==> src/rtl/sprite_reg_pkg.sv <==
// Shared types and slave register map for the sprite register master.
// State encoding and the display peripheral's position register addresses.
package sprite_reg_pkg;

    typedef enum logic [1:0] {
        IDLE,
        SCAN,
        WRITE
    } state_e;

    // Slave register map of the display peripheral
    localparam int DINO_X = 0;
    localparam int DINO_Y = 1;
    localparam int JUMP_X = 2;
    localparam int JUMP_Y = 3;
    localparam int DUCK_X = 4;
    localparam int DUCK_Y = 5;
    localparam int SCAC_X = 6;
    localparam int SCAC_Y = 7;
    localparam int GODZ_X = 8;
    localparam int GODZ_Y = 9;

endpackage

==> src/rtl/lowest_set_idx.sv <==
// Priority encoder: reports whether any mask bit is set and the index
// of the lowest set bit.
module lowest_set_idx #(
    parameter int N  = 10,
    parameter int IW = 4
) (
    input  logic [N-1:0]  mask_i,
    output logic          found_o,
    output logic [IW-1:0] idx_o
);

    // Scan high to low so the lowest set bit is written last and wins.
    always_comb begin
        found_o = 1'b0;
        idx_o   = '0;
        for (int i = N - 1; i >= 0; i--) begin
            if (mask_i[i]) begin
                found_o = 1'b1;
                idx_o   = IW'(i);
            end
        end
    end

endmodule

==> src/rtl/sprite_reg_master.sv <==
// Shadows sprite position registers and flushes the dirty ones to the
// display peripheral over Avalon-MM at each vertical-sync start.
module sprite_reg_master
    import sprite_reg_pkg::*;
#(
    parameter int NUM_REGS = 10,
    parameter int ADDR_W   = 9,
    parameter int DATA_W   = 8,
    localparam int IDX_W   = $clog2(NUM_REGS)
) (
    input  logic              clk,
    input  logic              reset_n,
    input  logic              vga_vs,
    input  logic              upd_valid,
    input  logic [IDX_W-1:0]  upd_idx,
    input  logic [DATA_W-1:0] upd_data,
    output logic [ADDR_W-1:0] av_address,
    output logic [31:0]       av_writedata,
    output logic              av_write,
    output logic              av_chipselect,
    input  logic              av_waitrequest,
    output logic              busy,
    output logic [7:0]        overrun_cnt
);

    state_e state_q, state_d;

    logic [DATA_W-1:0]   shadow_q [NUM_REGS];
    logic [NUM_REGS-1:0] dirty_q, dirty_d;
    logic [NUM_REGS-1:0] snap_q, snap_d;
    logic                vs_q;
    logic [ADDR_W-1:0]   addr_q, addr_d;
    logic [31:0]         wdata_q, wdata_d;
    logic                write_q, write_d;
    logic                cs_q, cs_d;
    logic                busy_q, busy_d;
    logic [7:0]          ovr_q, ovr_d;

    logic             fs;
    logic             upd_hit;
    logic             found;
    logic [IDX_W-1:0] low_idx;

    assign fs      = vs_q & ~vga_vs;
    assign upd_hit = upd_valid && ({1'b0, upd_idx} < (IDX_W + 1)'(NUM_REGS));

    lowest_set_idx #(
        .N  (NUM_REGS),
        .IW (IDX_W)
    ) u_enc (
        .mask_i  (snap_q),
        .found_o (found),
        .idx_o   (low_idx)
    );

    always_ff @(posedge clk or negedge reset_n) begin
        if (!reset_n) begin
            for (int i = 0; i < NUM_REGS; i++) begin
                shadow_q[i] <= '0;
            end
        end else if (upd_hit) begin
            shadow_q[upd_idx] <= upd_data;
        end
    end

    always_ff @(posedge clk or negedge reset_n) begin
        if (!reset_n) begin
            state_q <= IDLE;
            dirty_q <= '0;
            snap_q  <= '0;
            vs_q    <= 1'b1;
            addr_q  <= '0;
            wdata_q <= '0;
            write_q <= 1'b0;
            cs_q    <= 1'b0;
            busy_q  <= 1'b0;
            ovr_q   <= '0;
        end else begin
            state_q <= state_d;
            dirty_q <= dirty_d;
            snap_q  <= snap_d;
            vs_q    <= vga_vs;
            addr_q  <= addr_d;
            wdata_q <= wdata_d;
            write_q <= write_d;
            cs_q    <= cs_d;
            busy_q  <= busy_d;
            ovr_q   <= ovr_d;
        end
    end

    always_comb begin
        state_d = state_q;
        dirty_d = dirty_q;
        snap_d  = snap_q;
        addr_d  = addr_q;
        wdata_d = wdata_q;
        write_d = write_q;
        cs_d    = cs_q;
        busy_d  = busy_q;
        ovr_d   = ovr_q;

        // A frame start during a flush is only counted, never restarts it.
        if (fs && state_q != IDLE && ovr_q != 8'hFF) begin
            ovr_d = ovr_q + 8'd1;
        end

        unique case (state_q)
            IDLE: begin
                if (fs) begin
                    snap_d  = dirty_q;
                    dirty_d = '0;
                    busy_d  = 1'b1;
                    state_d = SCAN;
                end
            end
            SCAN: begin
                if (!found) begin
                    busy_d  = 1'b0;
                    state_d = IDLE;
                end else begin
                    addr_d          = ADDR_W'(low_idx);
                    wdata_d         = 32'(shadow_q[low_idx]);
                    write_d         = 1'b1;
                    cs_d            = 1'b1;
                    snap_d[low_idx] = 1'b0;
                    state_d         = WRITE;
                end
            end
            WRITE: begin
                if (!av_waitrequest) begin
                    write_d = 1'b0;
                    cs_d    = 1'b0;
                    state_d = SCAN;
                end
            end
            default: state_d = IDLE;
        endcase

        // A same-cycle update must survive the frame-start clear.
        if (upd_hit) begin
            dirty_d[upd_idx] = 1'b1;
        end
    end

    assign av_address    = addr_q;
    assign av_writedata  = wdata_q;
    assign av_write      = write_q;
    assign av_chipselect = cs_q;
    assign busy          = busy_q;
    assign overrun_cnt   = ovr_q;

endmodule
==> config.mk <==
export PLATFORM = sky130hd
export DESIGN_NAME = sprite_reg_master
export DESIGN_NICKNAME = d
export VERILOG_FILES = /design/src/rtl/sprite_reg_pkg.sv /design/src/rtl/lowest_set_idx.sv /design/src/rtl/sprite_reg_master.sv
export SDC_FILE = /design/constraint.sdc
export NUM_CORES = 1
export LEC_CHECK = 0
export BUFFER_PORTS_ARGS = -buffer_cell sky130_fd_sc_hd__buf_2
export CAP_MARGIN = 20
export CORE_UTILIZATION = 35
export DETAILED_ROUTE_END_ITERATION = 8
export PLACE_DENSITY = 0.52
export SYNTH_ARGS = -nofsm -noshare
export SYNTH_HDL_FRONTEND = slang
export SYNTH_SLANG_ARGS = --single-unit
==> constraint.sdc <==
create_clock -name clk -period 2 [get_ports clk]
set_input_delay 0.6 -clock clk [delete_from_list [all_inputs] [get_ports clk]]
set_output_delay 0.6 -clock clk [all_outputs]
set_load 0.02 [all_outputs]
# After elaboration in Yosys (flattened, before gate mapping)
# Cells that the tools add are included.
[op_classes]
addsub = 1
order_cmp = 8
eq_ne = 7
n_mux = 46
n_bitwise = 7
n_reduce_logical = 15
[ops]
columns = ["op", "n"]
rows = [
  ["80-bit bitwise mux", 1],
  ["10-bit 2-to-1 mux", 5],
  ["4-bit 2-to-1 mux", 10],
  ["8-bit binary-select mux with 4-bit select", 1],
  ["8-bit demux with 4-bit select", 1],
  ["8-bit 2-to-1 mux", 3],
  ["10-bit one-hot mux with 2 select lines", 1],
  ["1-bit 2-to-1 mux", 16],
  ["10-bit bitwise AND", 1],
  ["5-bit >= comparator, second input constant", 2],
  ["4-bit by 5-bit less-than comparator with 1-bit output, second input constant", 2],
  ["10-bit NOT", 1],
  ["4-bit NOT with 5-bit output", 2],
  ["10-bit OR", 1],
  ["3-bit AND reduction", 3],
  ["8-bit by 1-bit adder with 8-bit output, second input constant", 1],
  ["1-bit demux with 4-bit select", 2],
  ["4-bit by 1-bit >= comparator with 1-bit output, second input constant", 2],
  ["2-bit inequality test, second input constant", 4],
  ["8-bit inequality test, second input constant", 1],
  ["1-bit logical AND", 6],
  ["2-bit 2-to-1 mux", 3],
  ["2-bit one-hot mux with 3 select lines", 1],
  ["2-bit nonzero test", 3],
  ["9 further kinds", 11],
]
[totals]
regBits = 125
inputBits = 17
out_inout_bits = 52

# Longest topological paths before layout
[logic_depth]
word_depth = 18
depth_mapped = 7
mapped_depth_nobuf = 7

# By module
# From an unflattened synthesis, not the netlist that was laid out.
[unflattened]
cells_unflattened = 472
hier_area_um2 = 5895.7
[modules_own_cells]
columns = ["mod", "n_inst", "cells_per_inst", "area_each_um2", "seq_area_each_um2"]
rows = [
  ["sprite_reg_master", 1, 454, 5794.3, 3129.3],
  ["lowest_set_idx", 1, 18, 101.3, 0.0],
]

# Least setup slack after synthesis
# Ideal clock, no wire load.
[synth_timing]
path_type = "input-to-reg"
start = "input upd_idx[0]"
end = "register shadow_q[32] (netlist name)"
setup_time_ns = 0.125
arrival_ns = 1.770
required_time_ns = 1.875
setup_slack_ns = 0.105
cell_stages = 5
n_path_buf = 2
cell_sequence = "clkbuf_1 nand3b_1 nor3b_1 clkbuf_1 mux2_2"
[synth_via]
elab_chain_len = 6
word_cells_on_any_way = 9
classes_between = "3 x order compare; 3 x mux; 1 x bitwise; 2 x reduce/logical"
[synth_rtl]
columns = ["item", "line", "rtl"]
rows = [
  ["start: declaration", "sprite_reg_master.sv:15", "input logic [IDX_W-1:0] upd_idx,"],
  ["4-bit NOT with 5-bit output (not written as such)", "sprite_reg_master.sv:62", "shadow_q[upd_idx] <= upd_data;"],
  ["5-bit >= comparator (not written as such) / 5-bit by 1-bit less-than comparator with 1-bit output (equally long branches)", "sprite_reg_master.sv:62", ""],
  ["1-bit logical AND (not written as such)", "sprite_reg_master.sv:62", ""],
  ["8-bit 2-to-1 mux (not written as such)", "sprite_reg_master.sv:62", ""],
  ["8-bit demux with 4-bit select", "sprite_reg_master.sv:62", ""],
  ["80-bit bitwise mux", "sprite_reg_master.sv:62", ""],
  ["end signal: indexed assignment", "sprite_reg_master.sv:62", ""],
  ["end: declaration", "sprite_reg_master.sv:28", "logic [DATA_W-1:0] shadow_q [NUM_REGS];"],
]
# Several ways; a longest one is shown, not always the timed one.
# A chain may end at the register's enable or synchronous reset.

# Final worst setup path
[layout_timing]
start = "register snap_q[5]"
end = "register wdata_q[7] (netlist: av_writedata[7])"
[layout_via]
elab_chain_len = 10
word_cells_on_any_way = 17
classes_between = "15 x mux; 1 x bitwise; 1 x reduce/logical"
[layout_rtl]
columns = ["item", "line", "rtl"]
rows = [
  ["start: declaration", "sprite_reg_master.sv:30", "logic [NUM_REGS-1:0] snap_q, snap_d;"],
  ["start signal: assignment", "sprite_reg_master.sv:81", "snap_q <= snap_d;"],
  ["4-bit 2-to-1 mux (6 in series)", "lowest_set_idx.sv:17", "if (mask_i[i]) begin"],
  ["4-bit NOT with 5-bit output (not written as such)", "sprite_reg_master.sv:123", "wdata_d = 32'(shadow_q[low_idx]);"],
  ["8-bit binary-select mux with 4-bit select", "sprite_reg_master.sv:123", ""],
  ["8-bit 2-to-1 mux (not written as such) (2 in series)", "sprite_reg_master.sv:123", ""],
  ["end signal: assignment", "sprite_reg_master.sv:84", "wdata_q <= wdata_d;"],
  ["end: declaration", "sprite_reg_master.sv:33", "logic [31:0] wdata_q, wdata_d;"],
]
# Several ways; a longest one is shown, not always the timed one. The select of a mux whose other input is x is not followed.

==> flow_summary.ini <==
[run_status]
status = completed

[clock_tree]
cts.reportedPaths.clkPinSlew_ns = 0.06
clock_sinks = 125
cts_root_buffer = clkbuf_16
cts_tree = done
clk_path_buf_depth = 2
htree_num_levels = 4
cts_buffers = 17
clk-insertion-delay-late_ns = 0.42

[sta]
hold_violations = 0
min_period_over_period_pct = 97.3
max_freq_ghz = 0.514
final.min_clock_period_ns = 1.95
finalClockSkew_ns = 0.00473
slew_violations = 0
setup_viol = 0
fin_tns_setup_ns = 0

[pwr]
power.density_mw_per_mm2 = 1770
leakagePower_nw = 3.46
ir_drop_mv = 0.776

[floorplanning]
row_count = 47
dieArea_mm2 = 0.0177
io_pins = 69
fp.coreArea_mm2 = 0.0166
start_util_pct = 36.0
dieHeight_um = 133
die_w_um = 133

[finish]
nNetsFinal = 614
stdcell_area_mm2 = 0.00750
num-fill-cells = 1535
drive_above_1_share_pct = 39.6
syn_to_final_growth_pct = 25.1
num_antenna_cells = 0

[synthesis]
synth-edff-count = 0
synth_ff_type = dfrtp_1
synth.area.top_cells = dfrtp_1 52%, mux2_2 15%, buf_4 3.8%
synth_cell_types = 57
yosysMostFrequentCell = dfrtp_1
yosysSeqAreaShare_pct = 52.2
netlist.area_leader.share_pct = 51.7
synthTopCellsByCount = 124 x dfrtp_1, 79 x mux2_2, 50 x nand2_1
ys_warn_count = 0
ys_ff_latch = 125
synth_area_leader_cell = dfrtp_1
async_flop_share_pct = 100
netlist_area_mm2 = 0.00600
avgSynthCellArea_um2 = 11.8
synth_cells = 508

[global_routing]
grt_pass1_wl_um = 24100
grt_pass1_vias = 4310
grt-ovfl-total = 0
track_usage_pct = 18.3
antenna_found_initial = 0
grt_max_degree = 45

[hold_path]
hold_path_class = in2async

[routing]
wl_um = 15000
drc = 0
drt.antenna.violating_nets = 0
num_vias = 4288
wl_per_cell_um = 18.1
drtPass1Iterations = 5
avgViaCountPerCell = 5.17
drt_iter0_drc = 261

[setup_path]
crit_required_ns = 2.31
crit_fanout = 12
cp_top_family = compound AO/OA/AOI/OAI gates
worst-path-buf-inv = 1
critical_path_class = reg2reg
slowest_delay_ns = 0.48
end_kind = flop
cp_cell_sequence = nor2b_2 -> o21ba_2 -> nor2_2 -> buf_12 -> mux2i_2 -> o21ai_0 -> a41o_1
arrival_ns = 2.25
cp-start-kind = flop
cpMaxStageDelayCell = dfrtp_2

[placed_design]
hpwlAfterDp_um = 10500
gp_congestion = 0.811
placed_cell_area_mm2 = 0.00668
portBuffers = 39

[run]
maxCapViolations = 0
==> timing repair <==
item / in CTS / in global routing
gates resized for setup: 4 / 22
pin swaps: 1 / 5
setup buffers: 0 / 7
setup endpoints to repair: 7 / 12
hold buffers: 0 / 0
==> cells by family (layout without fill, tap and decap cells) <==
group	Yosys count	in the layout	synth area share, %
other	1	29	0.0625
XOR/XNOR	7	7	1.02
flip-flops	125	125	52.2
multiplexers	88	88	16.3
AO/OA/AOI/OAI	105	105	13.1
adder cells (fa/ha/maj)	1	1	0.209
AND/OR/NAND/NOR	127	127	11.4
buffers and inverters	54	127	5.70
==> cells in the final DEF (no fill, tap or decap), drive strengths merged, types with 5 or more instances in the layout <==
cell and count:
bufinv 6, nor2 23, nand3 14, a22o 16, conb 29, nand2b 5, nand2 51, mux2i 9
a31oi 8, buf 92, clkinv 5, xnor2 5, a221o 7, a221oi 8, o31ai 5, dfrtp 124
nor4b 7, mux2 79, a21oi 11, nor3 5, clkbuf 19, o21a 8, o21ai 31
==> final timing paths <==
kind / slack [ns] / start / to / depth (start not counted)
max in group asynchronous: 1.28 / reset_n / shadow_q[56]$_DFFE_PN0P_ / 2
worst max register to register: 0.05 / snap_q[5]$_DFFE_PN0P_ / av_writedata[7]$_DFFE_PN0P_ / 7
worst min-delay path: 0.13 / reset_n / overrun_cnt[2]$_DFFE_PN0P_ / 1
min in group clk: 0.29 / vga_vs / vs_q$_DFF_PN1_ / 1
worst min register to register: 0.48 / dirty_q[1]$_DFF_PN0_ / dirty_q[1]$_DFF_PN0_ / 2
worst max-delay path: 0.05 / snap_q[5]$_DFFE_PN0P_ / av_writedata[7]$_DFFE_PN0P_ / 7
==> where the power goes <==
group / internal, mW / switching [mW] / leakage (nW) / total (mW)
logic: 2.77 / 3.28 / 1.57 / 6.05
registers: 3.21 / 0.529 / 1.55 / 3.74
clock network: 2.38 / 1.15 / 0.328 / 3.53
total: 8.36 / 4.96 / 3.46 / 13.3
==> state kept, by name, indices dropped and copies added (netlist names) <==
signal         count
av_address         4
av_chipselect      1
av_writedata       8
busy               1
dirty_q           10
overrun_cnt        8
shadow_q          80
snap_q            10
state_q            2
vs_q               1
==> routing by layer <==
metal,track usage [%],share of wire (%),vias to the layer above
met3,4.06,4.0,21
met5,0,0,-
met4,7.79,2.2,0
li1,-,-,1963
met2,29.4,48,119
met1,23.7,46,2185
==> per-stage QoR <==
stage | power [mW] | instances | setup slack, ns | hold WS, ns | util [%]
floorplan | 7.15 | 536 | 0.105 | 0.304 | -
global placement | 9.17 | 790 | -0.0107 | 0.466 | 40.1
detailed placement | 9.24 | 790 | -0.0166 | 0.469 | 40.1
CTS | 12.9 | 822 | 0.00854 | 0.122 | 44.2
global route | 14.1 | 829 | -0.00690 | 0.142 | 45.1
finish | 13.3 | 829 | 0.0531 | 0.126 | 45.1
==> area by class of cell <==
type	instances	area [µm²]	share of cell area (%)
multi-input cells	357	2700	36.0
inverters	3	11.3	0.150
flip-flops and latches	125	3130	41.8
repair buffers	92	699	9.32
clock buffers	19	443	5.90
clock inverters	13	236	3.15
well taps	220	275	3.67
No activity file was read; power rests on OpenSTA's default activity.
